### config.mk
export PLATFORM = sky130hd
export DESIGN_NAME = adc_cfg_sequencer
export DESIGN_NICKNAME = d
export VERILOG_FILES = /design/src/rtl/adc_cfg_pkg.sv /design/src/rtl/adc_spi_shifter.sv /design/src/rtl/adc_cfg_sequencer.sv
export SDC_FILE = /design/constraint.sdc
export NUM_CORES = 1
export LEC_CHECK = 0
export ABC_AREA = 0
export CORE_ASPECT_RATIO = 0.8
export CORE_MARGIN = 5
export CORE_UTILIZATION = 58
export CTS_BUF_LIST = sky130_fd_sc_hd__clkbuf_2 sky130_fd_sc_hd__clkbuf_4 sky130_fd_sc_hd__clkbuf_8
export DETAILED_ROUTE_END_ITERATION = 10
export GPL_TIMING_DRIVEN = 0
export HOLD_SLACK_MARGIN = 0.05
export PLACE_DENSITY = 0.89
export REMOVE_ABC_BUFFERS = 1
export SLEW_MARGIN = 20
export SYNTH_ARGS = -nofsm -noshare
export SYNTH_HDL_FRONTEND = slang
export SYNTH_HIERARCHICAL = 1
export SYNTH_SLANG_ARGS = --single-unit
### constraint.sdc
create_clock -name adc_set_clk -period 8.1 [get_ports adc_set_clk]
set_input_delay 1.62 -clock adc_set_clk [delete_from_list [all_inputs] [get_ports adc_set_clk]]
set_output_delay 1.62 -clock adc_set_clk [all_outputs]
set_load 0.03 [all_outputs]
### src/rtl/adc_cfg_pkg.sv
// Shared types and constants for the ADC serial configuration port.
package adc_cfg_pkg;

  localparam int WORD_W = 24;
  localparam int RW_BIT = WORD_W - 1;

  typedef enum logic [2:0] {
    ST_IDLE,
    ST_RST_LOW,
    ST_RST_REC,
    ST_FETCH,
    ST_FRAME,
    ST_GAP
  } seq_state_e;

endpackage

### src/rtl/adc_spi_shifter.sv
// Mode-0 serial shifter: one WORD_W frame per start pulse, MSB first, done on CSN rise.
module adc_spi_shifter
  import adc_cfg_pkg::*;
#(
  parameter int WORD_W  = adc_cfg_pkg::WORD_W,
  parameter int CLK_DIV = 10
) (
  input  logic              clk,
  input  logic              rst_n,
  input  logic              start,
  input  logic [WORD_W-1:0] word,
  output logic              done,
  output logic              sclk,
  output logic              csn,
  output logic              mosi
);

  localparam int DIV_W = $clog2(CLK_DIV) + 1;
  localparam logic [DIV_W-1:0] DIV_RELOAD = DIV_W'(CLK_DIV - 1);
  localparam logic [4:0] LAST_BIT = 5'(WORD_W - 1);

  logic [WORD_W-1:0] shreg;
  logic [4:0]        bit_cnt;
  logic [DIV_W-1:0]  div_cnt;
  logic              active;
  logic              tail;
  logic              bit_adv;

  // MOSI only moves at the end of a high phase, i.e. on the SCLK fall.
  assign bit_adv = active && !start && (div_cnt == '0) && !tail && sclk && (bit_cnt != LAST_BIT);

  always_ff @(posedge clk or negedge rst_n) begin
    if (!rst_n) begin
      active  <= 1'b0;
      tail    <= 1'b0;
      done    <= 1'b0;
      sclk    <= 1'b0;
      csn     <= 1'b1;
      mosi    <= 1'b0;
      bit_cnt <= '0;
      div_cnt <= '0;
    end else begin
      done <= 1'b0;
      if (start) begin
        active  <= 1'b1;
        tail    <= 1'b0;
        csn     <= 1'b0;
        sclk    <= 1'b0;
        mosi    <= word[WORD_W-1];
        bit_cnt <= '0;
        div_cnt <= DIV_RELOAD;
      end else if (active) begin
        if (div_cnt != '0) begin
          div_cnt <= div_cnt - 1'b1;
        end else if (tail) begin
          csn    <= 1'b1;
          active <= 1'b0;
          tail   <= 1'b0;
          done   <= 1'b1;
        end else if (!sclk) begin
          sclk    <= 1'b1;
          div_cnt <= DIV_RELOAD;
        end else begin
          sclk    <= 1'b0;
          div_cnt <= DIV_RELOAD;
          if (bit_cnt == LAST_BIT) begin
            tail <= 1'b1;
          end else begin
            bit_cnt <= bit_cnt + 1'b1;
            mosi    <= shreg[WORD_W-1];
          end
        end
      end
    end
  end

  // Data path register: no reset, contents are always reloaded by start.
  always_ff @(posedge clk) begin
    if (start) begin
      shreg <= {word[WORD_W-2:0], 1'b0};
    end else if (bit_adv) begin
      shreg <= {shreg[WORD_W-2:0], 1'b0};
    end
  end

endmodule

### src/rtl/adc_cfg_sequencer.sv
// ADC configuration port owner: boot reset pulse + init table, then arbitrated host writes.
module adc_cfg_sequencer #(
  parameter int WORD_W     = adc_cfg_pkg::WORD_W,
  parameter int CLK_DIV    = 10,
  parameter int NUM_INIT   = 8,
  parameter int ADDR_W     = 3,
  parameter int RST_CYCLES = 100,
  parameter int CS_GAP     = 4
) (
  input  logic              adc_set_clk,
  input  logic              adc_rstn,
  input  logic              start_init,
  input  logic              host_req,
  input  logic [WORD_W-1:0] host_word,
  output logic              host_ack,
  output logic [ADDR_W-1:0] rom_addr,
  input  logic [WORD_W-1:0] rom_data,
  output logic              busy,
  output logic              init_done,
  output logic              ADC_SCLK,
  output logic              ADC_CSN,
  output logic              ADC_MOSI,
  output logic              ADC_RSTN
);

  import adc_cfg_pkg::*;

  localparam int TMR_W = $clog2(RST_CYCLES + CS_GAP + 2);

  seq_state_e        state_q, state_d;
  logic [TMR_W-1:0]  tmr_q, tmr_d;
  logic [ADDR_W-1:0] addr_d;
  logic              ack_d, rstn_pin_d, done_d;
  logic              run_q, run_d;
  logic              shf_start, shf_done;
  logic [WORD_W-1:0] shf_word;

  always_ff @(posedge adc_set_clk or negedge adc_rstn) begin
    if (!adc_rstn) begin
      state_q   <= ST_IDLE;
      tmr_q     <= '0;
      rom_addr  <= '0;
      host_ack  <= 1'b0;
      ADC_RSTN  <= 1'b1;
      init_done <= 1'b0;
      run_q     <= 1'b0;
    end else begin
      state_q   <= state_d;
      tmr_q     <= tmr_d;
      rom_addr  <= addr_d;
      host_ack  <= ack_d;
      ADC_RSTN  <= rstn_pin_d;
      init_done <= done_d;
      run_q     <= run_d;
    end
  end

  always_comb begin
    state_d    = state_q;
    tmr_d      = tmr_q;
    addr_d     = rom_addr;
    ack_d      = 1'b0;
    rstn_pin_d = ADC_RSTN;
    done_d     = init_done;
    run_d      = run_q;
    shf_start  = 1'b0;
    shf_word   = host_word;
    case (state_q)
      // start_init has priority; a simultaneous host_req simply stays pending.
      ST_IDLE: begin
        if (start_init) begin
          state_d    = ST_RST_LOW;
          tmr_d      = TMR_W'(RST_CYCLES - 1);
          rstn_pin_d = 1'b0;
          done_d     = 1'b0;
          run_d      = 1'b1;
        end else if (host_req) begin
          state_d   = ST_FRAME;
          ack_d     = 1'b1;
          shf_start = 1'b1;
        end
      end
      ST_RST_LOW: begin
        if (tmr_q == '0) begin
          state_d    = ST_RST_REC;
          tmr_d      = TMR_W'(RST_CYCLES - 1);
          rstn_pin_d = 1'b1;
        end else begin
          tmr_d = tmr_q - 1'b1;
        end
      end
      ST_RST_REC: begin
        if (tmr_q == '0) begin
          state_d = ST_FETCH;
          addr_d  = '0;
        end else begin
          tmr_d = tmr_q - 1'b1;
        end
      end
      // First cycle lets the synchronous table catch up with rom_addr.
      ST_FETCH: begin
        if (tmr_q == '0) begin
          tmr_d = TMR_W'(1);
        end else begin
          shf_start = 1'b1;
          shf_word  = rom_data;
          state_d   = ST_FRAME;
        end
      end
      ST_FRAME: begin
        if (shf_done) begin
          state_d = ST_GAP;
          tmr_d   = TMR_W'(CS_GAP - 1);
        end
      end
      ST_GAP: begin
        if (tmr_q != '0) begin
          tmr_d = tmr_q - 1'b1;
        end else if (run_q && (rom_addr < ADDR_W'(NUM_INIT - 1))) begin
          state_d = ST_FETCH;
          addr_d  = rom_addr + 1'b1;
        end else begin
          state_d = ST_IDLE;
          if (run_q) begin
            done_d = 1'b1;
            run_d  = 1'b0;
          end
        end
      end
      default: state_d = ST_IDLE;
    endcase
  end

  assign busy = (state_q != ST_IDLE);

  adc_spi_shifter #(
    .WORD_W  (WORD_W),
    .CLK_DIV (CLK_DIV)
  ) u_shifter (
    .clk   (adc_set_clk),
    .rst_n (adc_rstn),
    .start (shf_start),
    .word  (shf_word),
    .done  (shf_done),
    .sclk  (ADC_SCLK),
    .csn   (ADC_CSN),
    .mosi  (ADC_MOSI)
  );

endmodule
==> reports/metrics.yaml <==
drcViolationCount: 0
grt_pass1_wl_mm: 11.12
required_ns: 8.04
clockBufferDepth: 2
core-area_um2: 5375
crit_arrival_ns: 3.98
holdPathEnd: "ADC_RSTN"
post-cts-setup-buffers: 0
netlist_area_um2: 3172
path_delay_family: "simple AND/OR/NAND/NOR gates"
worst-setup-path-type: "in -> reg"
grt_pass1_vias: 2307
portBuffers: 61
p_leak_nw: 1.517
ant_nets: 0
crit_path_max_incr_delay_ns: 0.83
ys_warn_count: 6
synth_edf_count: 23
routed_wl_mm: 6.660
final_util_pct: 73.63
r2r-start: "tmr_q[0]"
synthFlopType: "dfrtp_1"
slew_viol_final: 0
ctsResizeCount: 0
n_antenna_cell: 0
htree_levels: 2
ctsHoldBuffers: 0
total_power_w: 0.001068
combPwrFrac_pct: 40.2
worst_pin_slew_ns: 0.9536
p_sw_w: 0.0003941
cp_max_fo: 40
hpwl_mm: 5.173
hold_path.class: "reg -> reg"
startpoint: "start_init"
holdWs_ns: 0.5367
multi_input_area_um2: 1580
first_pass_iters: 5
drtIter0Drc: 186
synth-seq-cells: 56
cts_buffers: 5
min_period_ns: 4.040
setup_tns_ns: 0
die_x_um: 92.68
power.density_nw_per_um2: 269.8
status: "complete, no violations"
p_seq_share_pct: 45.3
routedWlPerCell_um: 16.44
fmax_mhz: 247.5
switching_share_pct: 36.91
ff2ff_path_depth: 8
cap_violations: 0
pre_cts_ws_ns: 3.737
antenna_found_initial: 0
dieArea_um2: 7057
drive_above_1_share_pct: 22.06
yosysUniqueCellTypes: 60
syn_avg_cell_area_um2: 11.37
skew_ns: 0.004022
seqCellArea_um2: 1519
slew-limit-headroom_pct: 36.43
yosysSeqAreaShare_pct: 47.89
grt_overflow_total: 0
die_h_um: 76.14
clock_power_share_pct: 14.5
area_growth_syn_to_layout_pct: 24.77
grt_max_degree: 41
vias_per_cell: 5.956
setup_viol: 0
cp_cell_sequence: "clkdlybuf4s50_1 -> nand2b_1 -> nor2_1 -> or2_2 -> or2b_1"
clk_latency_ns: 0.31
async_reset_ff_share_pct: 58.93
synthCells: 279
cts_tree: "yes"
fillCellCount: 346
fin_crit_sh_pct: 49.87
rows: 24
r2r_end: "u_shifter/shreg[2]"
initial_utilization_pct: 59.01
num_vias: 2412
end_kind: "flop"
layout.nets: 396
hold_start: "ADC_RSTN"
rrSetupSlack_ns: 4.32
grt_usage_pct: 19.55
finalHoldViolations: 0
ios: 62
place.gp.congestion: 0.9010
rsz0062_at_grt: "false"
path_buf_inv: 1
holdPathStages: 2
path_clk_slew_ns: 0.10
internal_power_w: 0.0006737
cp_slowest_cell: "or2b_1"
cts-root-buf: "clkbuf_8"
startpoint_type: "input port"
setup_ws_ns: 4.060
cts_sinks: 56
irDropWorstVdd_v: 0.0001221
-- cells in the mapped netlist (all sizes together), types with 4 or more instances --
master / count / share of area, %
edfxtp: 23 / 22
a31oi: 4 / 0.79
nand4: 5 / 1.5
buf: 4 / 0.59
a21oi: 15 / 2.4
nand2b: 5 / 0.99
dfrtp: 31 / 24
nand2: 16 / 1.9
nor3: 5 / 0.95
o21ai: 10 / 1.6
mux2: 48 / 17
clkbuf: 6 / 0.71
mux2i: 4 / 1.3
nand3: 4 / 0.63
or4: 4 / 1.1
ha: 5 / 2.0
inv: 10 / 1.2
nor2: 22 / 2.6
-- kinds of logic (layout without fill, tap and decap cells) --
logic type,count (synthesis),after routing,share of synthesized area [%]
AOI/OAI and AO/OA,47,47,9.823
DFF,56,56,47.89
muxes,52,52,18.42
adders and majority gates,5,5,1.972
buffers and inverters,20,81,2.485
and+or+nand+nor,95,95,18.30
xor gates and xnor gates,4,4,1.105
-- through the flow --
stage,cells,area (um^2)
after floorplan,269,3131
after global placement,395,3822
after detailed placement,397,3866
after CTS,405,3958
after global routing,405,3958
final,405,3958
-- flip-flops by register name (all words and copies together) (netlist names) --
register	count
u_shifter/shreg	23
tmr_q	7
u_shifter/bit_cnt	5
u_shifter/div_cnt	5
rom_addr	3
state_q	3
ADC_RSTN	1
host_ack	1
init_done	1
run_q	1
u_shifter/active	1
u_shifter/csn	1
u_shifter/done	1
u_shifter/mosi	1
u_shifter/sclk	1
u_shifter/tail	1
-- worst reg2reg max path, stage by stage, from the launching register on --
cell and delay (ns):
dfrtp_1 0.43, inv_1 0.09, ha_1 0.21, or2b_1 0.23
nor2_1 0.14, nor3_4 0.55, buf_8 0.24, or2_2 0.67
or2b_1 0.85
-- power by group through the flow --
| stage | clock network [W] | logic (W) | registers [W] |
|---|---|---|---|
| floorplan | 0 | 0.000291 | 0.000485 |
| global placement | 0 | 0.000406 | 0.000482 |
| detailed placement | 0 | 0.000429 | 0.000488 |
| CTS | 0.000160 | 0.000431 | 0.000482 |
| global route | 0.000170 | 0.000474 | 0.000496 |
| finish | 0.000155 | 0.000429 | 0.000484 |
-- worst max path at each step --
stage	slack (ns)	endpoint	depth (start not counted)
floorplan	4.46	u_shifter/shreg[10]	7
global placement	3.61	u_shifter/shreg[3]	7
CTS	4.07	u_shifter/shreg[6]	5
finish	4.06	u_shifter/shreg[2]	5
global route	3.90	u_shifter/shreg[7]	5
detailed placement	3.74	u_shifter/shreg[3]	5
-- placed cells by master, fill, tap and decap left out, drive strengths merged, types with 4 or more instances in the layout --
cell type      Yosys  routed
clkdlybuf4s50      0      60
mux2              48      48
a21oi             15      15
nand2             16      16
or4                4       4
dfrtp             31      31
nand2b             5       5
inv               10      11
nor3               5       5
mux2i              4       4
ha                 5       5
nor2              22      22
clkbuf             6       5
nand3              4       4
edfxtp            23      23
nand4              5       5
a31oi              4       4
o21ai             10      10
-- layer usage --
layer  part of all wire (%)  routed length (um)  GRT usage, %  vias to the layer above
li1                       -                   -             -                     1167
met1                     44                2940         26.94                     1177
met2                     49                3250         30.70                       60
met3                    5.9                 392         5.331                        8
met4                    1.2                  77         4.978                        0
met5                      0                   0             0                        -
-- cell type report --
cell class | instances | share of cell area, %
multi-input cells | 203 | 39.93
flip-flops and latches | 56 | 38.38
repair buffers | 63 | 16.38
well taps | 65 | 2.055
clock buffers | 5 | 1.739
inverters | 10 | 0.9485
clock inverters | 3 | 0.5691
(Power assumes the default switching activity.)
